==> src/rtl/awb_gain_ctrl.sv <==
// Auto-white-balance controller: accumulates per-channel sums over a frame, then during
// vertical blanking divides them sequentially to derive red/blue gains relative to green.
module awb_gain_ctrl #(
  parameter int unsigned ACC_W      = 32,
  parameter int unsigned GREEN_GAIN = 7,
  parameter int unsigned RED_INIT   = 10,
  parameter int unsigned BLUE_INIT  = 9,
  parameter int unsigned GAIN_MIN   = 4,
  parameter int unsigned GAIN_MAX   = 15
) (
  input  logic        clock,
  input  logic        reset,
  input  logic        awb_enable,
  input  logic        input_vsync,
  input  logic        input_den,
  input  logic [29:0] input_data_even,
  input  logic [29:0] input_data_odd,
  output logic [3:0]  red_gain,
  output logic [3:0]  green_gain,
  output logic [3:0]  blue_gain,
  output logic        gain_valid,
  output logic        busy,
  output logic        overrun
);

  localparam int unsigned PIX_W  = 10;
  localparam int unsigned GAIN_W = 4;
  localparam int unsigned NUM_W  = ACC_W + 4;
  localparam int unsigned SUM_W  = ACC_W + 1;
  localparam int unsigned CNT_W  = 3;

  localparam logic [GAIN_W-1:0] G_GREEN = GAIN_W'(GREEN_GAIN);
  localparam logic [GAIN_W-1:0] G_RED0  = GAIN_W'(RED_INIT);
  localparam logic [GAIN_W-1:0] G_BLUE0 = GAIN_W'(BLUE_INIT);
  localparam logic [GAIN_W-1:0] G_MIN   = GAIN_W'(GAIN_MIN);
  localparam logic [GAIN_W-1:0] G_MAX   = GAIN_W'(GAIN_MAX);
  localparam logic [GAIN_W-1:0] G_SAT   = '1;
  localparam logic [CNT_W-1:0]  CNT_LAST = CNT_W'(4);

  typedef enum logic [2:0] {
    ST_IDLE,
    ST_ACCUM,
    ST_DIV_R,
    ST_DIV_B,
    ST_UPDATE
  } state_t;

  state_t             r_state, w_state_nxt;
  logic               r_vsync_d;
  logic [ACC_W-1:0]   r_sum_r, r_sum_g, r_sum_b;
  logic [ACC_W-1:0]   w_sum_r_nxt, w_sum_g_nxt, w_sum_b_nxt;
  logic [ACC_W-1:0]   r_sb, w_sb_nxt;
  logic [NUM_W-1:0]   r_num, w_num_nxt;
  logic [NUM_W-1:0]   r_den, w_den_nxt;
  logic [NUM_W-1:0]   r_rem, w_rem_nxt;
  logic [NUM_W-1:0]   w_shift;
  logic [GAIN_W-1:0]  r_q, w_q_nxt;
  logic [GAIN_W-1:0]  r_qr, w_qr_nxt;
  logic               r_hold, w_hold_nxt;
  logic [CNT_W-1:0]   r_cnt, w_cnt_nxt;
  logic [CNT_W-1:0]   w_bit;
  logic               r_pend, w_pend_nxt;
  logic [GAIN_W-1:0]  r_red_gain, w_red_nxt;
  logic [GAIN_W-1:0]  r_blue_gain, w_blue_nxt;
  logic               r_valid, w_valid_nxt;
  logic               r_busy, w_busy_nxt;
  logic               r_overrun, w_overrun_nxt;
  logic               w_rise, w_fall, w_busy_st;

  function automatic logic [ACC_W-1:0] sat_add(input logic [ACC_W-1:0] s,
                                               input logic [PIX_W-1:0] a,
                                               input logic [PIX_W-1:0] b);
    logic [SUM_W-1:0] t;
    t = {1'b0, s} + SUM_W'(a) + SUM_W'(b);
    return t[ACC_W] ? '1 : t[ACC_W-1:0];
  endfunction

  function automatic logic [GAIN_W-1:0] clamp_gain(input logic [GAIN_W-1:0] q);
    if (q < G_MIN) return G_MIN;
    if (q > G_MAX) return G_MAX;
    return q;
  endfunction

  assign w_rise    = input_vsync & ~r_vsync_d;
  assign w_fall    = ~input_vsync & r_vsync_d;
  assign w_busy_st = (r_state == ST_DIV_R) || (r_state == ST_DIV_B) || (r_state == ST_UPDATE);
  assign w_bit     = CNT_LAST - r_cnt;
  assign w_shift   = r_den << w_bit;

  // Frame accumulation runs regardless of the FSM; division works from the snapshot.
  always_comb begin
    w_sum_r_nxt = r_sum_r;
    w_sum_g_nxt = r_sum_g;
    w_sum_b_nxt = r_sum_b;
    if (w_fall) begin
      w_sum_r_nxt = '0;
      w_sum_g_nxt = '0;
      w_sum_b_nxt = '0;
    end else if (input_den) begin
      w_sum_r_nxt = sat_add(r_sum_r, input_data_even[29:20], input_data_odd[29:20]);
      w_sum_g_nxt = sat_add(r_sum_g, input_data_even[19:10], input_data_odd[19:10]);
      w_sum_b_nxt = sat_add(r_sum_b, input_data_even[9:0],   input_data_odd[9:0]);
    end
  end

  // Next-state and divider datapath.
  always_comb begin
    w_state_nxt   = r_state;
    w_num_nxt     = r_num;
    w_den_nxt     = r_den;
    w_rem_nxt     = r_rem;
    w_q_nxt       = r_q;
    w_qr_nxt      = r_qr;
    w_sb_nxt      = r_sb;
    w_hold_nxt    = r_hold;
    w_cnt_nxt     = r_cnt;
    w_pend_nxt    = r_pend;
    w_red_nxt     = r_red_gain;
    w_blue_nxt    = r_blue_gain;
    w_valid_nxt   = 1'b0;
    w_overrun_nxt = r_overrun | (w_rise & w_busy_st);

    case (r_state)
      ST_IDLE: begin
        if (w_fall) w_state_nxt = ST_ACCUM;
      end
      ST_ACCUM: begin
        if (w_rise) begin
          if (awb_enable && (r_sum_g != '0)) begin
            w_state_nxt = ST_DIV_R;
            w_num_nxt   = NUM_W'(r_sum_g) * NUM_W'(GREEN_GAIN);
            w_den_nxt   = NUM_W'(r_sum_r);
            w_sb_nxt    = r_sum_b;
            w_cnt_nxt   = '0;
            w_pend_nxt  = 1'b0;
          end else begin
            w_state_nxt = ST_IDLE;
          end
        end
      end
      ST_DIV_R, ST_DIV_B: begin
        if (w_fall) w_pend_nxt = 1'b1;
        if (r_cnt == '0) begin
          if (r_den == '0) begin
            w_hold_nxt = 1'b1;
            w_q_nxt    = (r_state == ST_DIV_R) ? r_red_gain : r_blue_gain;
          end else if (r_num >= (r_den << 4)) begin
            w_hold_nxt = 1'b1;
            w_q_nxt    = G_SAT;
          end else begin
            w_hold_nxt = 1'b0;
            w_rem_nxt  = r_num;
            w_q_nxt    = '0;
          end
        end else if (!r_hold && (r_rem >= w_shift)) begin
          w_rem_nxt = r_rem - w_shift;
          w_q_nxt   = r_q | (GAIN_W'(1) << w_bit);
        end
        w_cnt_nxt = r_cnt + CNT_W'(1);
        if (r_cnt == CNT_LAST) begin
          w_cnt_nxt = '0;
          if (r_state == ST_DIV_R) begin
            w_qr_nxt    = w_q_nxt;
            w_den_nxt   = NUM_W'(r_sb);
            w_state_nxt = ST_DIV_B;
          end else begin
            w_state_nxt = ST_UPDATE;
          end
        end
      end
      ST_UPDATE: begin
        w_red_nxt   = clamp_gain(r_qr);
        w_blue_nxt  = clamp_gain(r_q);
        w_valid_nxt = 1'b1;
        w_pend_nxt  = 1'b0;
        w_state_nxt = (w_fall || r_pend) ? ST_ACCUM : ST_IDLE;
      end
      default: w_state_nxt = ST_IDLE;
    endcase

    w_busy_nxt = (w_state_nxt == ST_DIV_R) || (w_state_nxt == ST_DIV_B) ||
                 (w_state_nxt == ST_UPDATE);
  end

  always_ff @(posedge clock or posedge reset) begin
    if (reset) begin
      r_state     <= ST_IDLE;
      r_vsync_d   <= 1'b1;
      r_sum_r     <= '0;
      r_sum_g     <= '0;
      r_sum_b     <= '0;
      r_sb        <= '0;
      r_num       <= '0;
      r_den       <= '0;
      r_rem       <= '0;
      r_q         <= '0;
      r_qr        <= '0;
      r_hold      <= 1'b0;
      r_cnt       <= '0;
      r_pend      <= 1'b0;
      r_red_gain  <= G_RED0;
      r_blue_gain <= G_BLUE0;
      r_valid     <= 1'b0;
      r_busy      <= 1'b0;
      r_overrun   <= 1'b0;
    end else begin
      r_state     <= w_state_nxt;
      r_vsync_d   <= input_vsync;
      r_sum_r     <= w_sum_r_nxt;
      r_sum_g     <= w_sum_g_nxt;
      r_sum_b     <= w_sum_b_nxt;
      r_sb        <= w_sb_nxt;
      r_num       <= w_num_nxt;
      r_den       <= w_den_nxt;
      r_rem       <= w_rem_nxt;
      r_q         <= w_q_nxt;
      r_qr        <= w_qr_nxt;
      r_hold      <= w_hold_nxt;
      r_cnt       <= w_cnt_nxt;
      r_pend      <= w_pend_nxt;
      r_red_gain  <= w_red_nxt;
      r_blue_gain <= w_blue_nxt;
      r_valid     <= w_valid_nxt;
      r_busy      <= w_busy_nxt;
      r_overrun   <= w_overrun_nxt;
    end
  end

  assign red_gain   = r_red_gain;
  assign green_gain = G_GREEN;
  assign blue_gain  = r_blue_gain;
  assign gain_valid = r_valid;
  assign busy       = r_busy;
  assign overrun    = r_overrun;

endmodule

==> config.mk <==
export PLATFORM = sky130hd
export DESIGN_NAME = awb_gain_ctrl
export DESIGN_NICKNAME = d
export VERILOG_FILES = /design/src/rtl/awb_gain_ctrl.sv
export SDC_FILE = /design/constraint.sdc
export NUM_CORES = 1
export LEC_CHECK = 0
export CORE_MARGIN = 4
export CORE_UTILIZATION = 42
export CTS_CLUSTER_DIAMETER = 120
export DETAILED_ROUTE_END_ITERATION = 10
export DONT_BUFFER_PORTS = 1
export GPL_TIMING_DRIVEN = 0
export PLACE_DENSITY_LB_ADDON = 0.05
export SYNTH_ARGS = -nofsm -noshare
export SYNTH_HDL_FRONTEND = slang
export SYNTH_SLANG_ARGS = --single-unit
==> constraint.sdc <==
create_clock -name clock -period 8.55 [get_ports clock]
set_input_delay 1.71 -clock clock [delete_from_list [all_inputs] [get_ports clock]]
set_output_delay 1.71 -clock clock [all_outputs]
set_load 0.01 [all_outputs]
; ---- Word-level counts from Yosys, hierarchy flattened
; Index checks and enable logic that the tools add are counted.
[totals]
register_bits = 263
input_bits = 65
output_inout_bits = 15
wordCells = 142
[classes]
add_sub_neg = 9
n_mul = 1
order_cmp = 6
n_eq_ne = 15
n_shift = 2
mux = 59
bitwise = 7
n_reduce_logical = 24
[op_table]
columns = cell, n
row1 = $mux 32, 9
row2 = $mux 36, 8
row3 = $add 32x10->33, 3
row4 = $add 33x10->33, 3
row5 = $pmux 36 s2, 1
row6 = $mux 4, 13
row7 = $ge 35x36->1, 1
row8 = $ge 36x36->1, 1
row9 = $logic_not 36->1, 1
row10 = $shl 36x3->36, 1
row11 = $sub 36x36->36, 1
row12 = $mul 32x3->35 const B, 1
row13 = $reduce_bool 32->1, 1
row14 = $mux 3, 7
row15 = $mux 1, 17
row16 = $ne 2x2->1 const B, 7
row17 = $eq 3x2->1 const B, 4
row18 = $pmux 3 s4, 1
row19 = $eq 3x3->1 const B, 3
row20 = $reduce_and 3->1, 3
row21 = $gt 4x4->1 const B, 2
row22 = $lt 4x3->1 const B, 2
row23 = $reduce_and 4->1, 2
row24 = $logic_not 3->1, 2
row25 = other kinds (19), 29

; ---- Logic depth before layout (Yosys ltp)
[logic_depth]
ltp_word = 8
mapped_depth = 20
mapped_depth_nobuf = 17

; ---- Worst setup path after synthesis
; No wires, ideal clock.
[synth_path]
kind = register to register
start = register r_cnt[0]
end = register r_rem[11]
setup_ps = 137
arrival_time_ps = 4676
t_required_ps = 8413
path_slack_ps = 3737
stages_incl_launch_ff = 19
n_path_buf = 5
period_less_slack_ps = 4813
path_cell_list = dfrtp_1 clkinv_1 ha_1 ha_1 buf_1 buf_1 mux2i_1 ha_1 clkbuf_1 and3_1 a221o_1 a21oi_1 a21oi_1 o21ai_1 o41ai_1 o211a_2 buf_2 clkbuf_1 a21oi_1
[synth_via]
elab_chain_len = 6
word_cells_on_any_way = 12
[synth_rtl]
columns = item, line
row1 = from (decl), 60  ; logic [CNT_W-1:0] r_cnt, w_cnt_nxt;
row2 = from (signal assigned), 219  ; r_cnt <= w_cnt_nxt;
row3 = $sub 3x3->3, 87  ; assign w_bit = CNT_LAST - r_cnt;
row4 = $shl 36x3->36, 88  ; assign w_shift = r_den << w_bit;
row5 = $ge 36x36->1, 155  ; end else if (!r_hold && (r_rem >= w_shift)) begin
row6 = $logic_and 1x1->1, 155
row7 = $reduce_bool 2->1 (no source line), --
row8 = $reduce_and 4->1 (no source line), --
row9 = to (signal assigned), 215  ; r_rem <= w_rem_nxt;
row10 = to (decl), 55  ; logic [NUM_W-1:0] r_rem, w_rem_nxt;
; Parallel ways exist; a longest one is shown, timed or not. The select of a mux whose other input is x is not followed.
; A chain may end at the register's enable or synchronous reset.

; ---- Worst setup path in the final report
[layout_path]
start = register r_cnt[0]
end = register r_rem[9]
; The elaborated chain is that of the path after synthesis.

==> results.yml <==
status:
  status: "complete, no violations"
clock_network:
  cts_hold_buf: 0
  root_buffer: "clkbuf_16"
  cts_setup_buffers: 0
  cts.clk_slew.worst_paths_ns: 0.06
  cts_resized: 0
  cts_max_path_buffers: 3
  clk_latency_ns: 0.55
  htree_num_levels: 2
  cts_tree: "built"
  clock-sinks: 259
  cts_buffers: 36
timing:
  clock_skew_ns: 0.01881
  max_freq_mhz: 146.3
  final.period_utilization: 0.7994
  tightest_slew_ns: 1.196
  rsz0062_at_grt: "false"
  period_needed_ns: 6.835
  final_max_slew_viol_count: 0
  finalWorstSetupSlack_ns: 1.715
  finalSetupTns_ns: 0
  slew-limit-headroom: 0.1968
  hold_viol_final: 0
  setup_violations: 0
die:
  num_rows: 79
  start_util: 0.4238
  dieArea_um2: 50400
  die_x_um: 224.5
  fp.dieH_um: 224.5
  ioPinCount: 80
  core-area_um2: 46460
worst_setup_path:
  r2r_setup_slack_ns: 1.72
  path_max_fanout: 10
  cp.required_ns: 8.95
  crit_start: "r_cnt[0]$_DFFE_PP0P_"
  cp_cell_sequence: "clkinv_1 > ha_1 > ha_1 > buf_1 > buf_1 > mux2i_1 > ha_1 > clkbuf_1 > nand3_1 > nor3_1 > o31ai_1 > a21oi_1 > o21ai_1 > o41ai_1 > o211a_2 > buf_2 > clkbuf_1 > a21oi_1"
  start_kind: "register"
  critPathTopFamily: "buffers and inverters"
  r2r-start: "r_cnt[0]$_DFFE_PP0P_"
  crit_arrival_ns: 7.24
  path_buf_inv: 6
  path_common_cell: "ha_1"
  critical_path_class: "reg2reg"
  slowest_delay_ns: 0.65
  cp-end-kind: "register"
  cp_slowest_cell: "o41ai_1"
grt:
  grt_max_degree: 41
  grt_usage: 0.2351
  antenna_found_initial: 0
  grt_pass1_vias: 15872
  grt_pass1_wl_mm: 93.18
  grt_overflow: 0
worst_hold_path:
  holdCritStartpoint: "blue_gain[3]$_DFFE_PP1P_"
  min_path_type: "reg2reg"
yosys:
  ys_seq_area_frac: 0.3295
  synth_top_area_share: 0.3228
  synth_top_cell_by_area: "dfrtp_1"
  synth_common_cells: "254 x dfrtp_1, 207 x nand2_1, 187 x o21ai_0"
  syn_area_um2: 19690
  synth_most_common_cell: "dfrtp_1"
  synth.distinct_cells: 80
  ys.flop_type: "dfrtp_1"
  syn-mean-instance-area_um2: 9.313
  async_flop_share: 1.000
  synth_area_leaders: "dfrtp_1 32%, ha_1 11%, fa_1 6.7%"
  synth_cells: 2114
  ys_warn_count: 0
  synth_edf_count: 0
  synth_seq_cells: 259
drt:
  wl_mm: 59.52
  antenna_left: 0
  drc: 0
  wire_per_inst_um: 21.30
  vias: 16052
  via_per_inst: 5.743
  drt-initial-drc-count: 1357
  drt_first_pass_iters: 5
power:
  p_clk_frac: 0.185
  power.leakage_nw: 9.868
  max-vdd-ir-drop_v: 0.0002351
  p_total_w: 0.008734
  p_int_w: 0.004732
  switching_share: 0.4583
  seq_power_share: 0.220
  combPwrFrac: 0.594
  power.density_nw_per_um2: 399.1
  switching_power_w: 0.004002
place:
  hpwl_mm: 47.21
  dp_slack_ns: 1.640
  gp_congestion: 0.8888
  io_buffers: 0
final_layout:
  num-nets-final: 2466
  nFillCells: 4537
  syn_to_final_growth_pct: 11.16
  multi_input_area_um2: 12370
  regArea_um2: 6487
  final_layout_size_suffix_gt1_frac: 0.07678
  n_antenna_cell: 0
run:
  cap_violations: 0
==> registers in the layout (all words and copies together), names as in the netlist, 4 cells and up <==
name,flops
r_num,35
r_sum_b,32
r_den,32
red_gain,4
r_q,4
r_sum_g,32
r_sum_r,32
blue_gain,4
r_rem,36
r_qr,4
r_sb,32
==> area by class of cell <==
| class | instances | area share |
|---|---|---|
| clock inverter | 11 | 0.008919 |
| sequential | 259 | 0.2964 |
| multi-input combinational | 1643 | 0.5654 |
| buffer | 93 | 0.01767 |
| clock buffer | 53 | 0.04923 |
| tap | 607 | 0.03470 |
| timing repair buffer | 8 | 0.006746 |
| inverter | 121 | 0.02093 |
==> final timing paths <==
check | to | cells after the start
setup / recovery | r_rem[9]$_DFFE_PP0P_ | 18
hold / removal | blue_gain[3]$_DFFE_PP1P_ | 2
setup reg to reg | r_rem[9]$_DFFE_PP0P_ | 18
hold reg to reg | blue_gain[3]$_DFFE_PP1P_ | 2
max in group asynchronous | r_sum_b[8]$_DFFE_PP0P_ | 4
min in group asynchronous | r_rem[6]$_DFFE_PP0P_ | 1
==> tightest hold or removal path, delay by kind of cell (launching register included) <==
family / cells / cell delay [ns]
simple gates: 2 / 0.10
flops: 1 / 0.39
==> layout by cell type, fill, tap and decap left out, types with 14 or more instances in the layout <==
cell type / Yosys / layout
and3_1: 27 / 27
a21oi_1: 165 / 165
ha_1: 173 / 173
a31oi_1: 59 / 59
a311oi_1: 15 / 15
o21a_1: 21 / 21
mux4_2: 22 / 22
mux2i_1: 73 / 73
xnor2_1: 43 / 43
clkbuf_16: 0 / 38
nand2b_1: 19 / 19
nand2_1: 207 / 207
nor2_1: 134 / 134
dfrtp_1: 254 / 254
buf_1: 15 / 15
inv_1: 120 / 119
mux2_2: 38 / 38
nor3_1: 36 / 36
nor4_1: 15 / 14
a21o_1: 49 / 49
a211oi_1: 16 / 16
o21ai_0: 187 / 187
nand4_1: 25 / 25
nand3_1: 34 / 34
fa_1: 66 / 66
xor2_1: 37 / 37
o211ai_1: 14 / 14
nor2b_1: 21 / 21
clkbuf_1: 66 / 74
==> metal layers <==
metal	GRT usage	wire (µm)	up-vias
met5	0	0	-
li1	-	-	7727
met1	0.3263	27010	7811
met2	0.3898	27870	426
met4	0.06462	1529	0
met3	0.03171	3113	88
==> metrics by stage <==
step / hold slack, ns / std cells / area (µm²) / util
3_3_place_gp: 0.4653 / 2723 / 20460 / 0.4404
2_1_floorplan: 0.4496 / 2116 / 19700 / -
3_5_place_dp: 0.4797 / 2731 / 20610 / 0.4437
6_report: 0.4900 / 2795 / 21880 / 0.4711
5_1_grt: 0.5082 / 2795 / 21880 / 0.4711
4_1_cts: 0.4922 / 2795 / 21880 / 0.4711
==> kinds of logic (layout without fill, tap and decap cells) <==
| kind of cell | Yosys count | count (layout) | synth area share |
|---|---|---|---|
| AOI/OAI and AO/OA | 616 | 616 | 0.1927 |
| and+or+nand+nor | 571 | 571 | 0.1380 |
| DFF | 259 | 259 | 0.3295 |
| adders and majority gates | 239 | 239 | 0.1771 |
| buffers and inverters | 214 | 286 | 0.04271 |
| muxes | 133 | 133 | 0.08402 |
| xor gates and xnor gates | 80 | 80 | 0.03559 |
| other | 2 | 4 | 0.0003815 |
==> power by group through the flow <==
stage / clock (W) / combinational (W) / sequential, W
global route: 0.00170 / 0.00581 / 0.00197
CTS: 0.00166 / 0.00518 / 0.00193
global placement: 0 / 0.00509 / 0.00194
floorplan: 0 / 0.00400 / 0.00178
finish: 0.00162 / 0.00519 / 0.00193
detailed placement: 0 / 0.00515 / 0.00195
No activity file was read; power rests on OpenSTA's default activity.
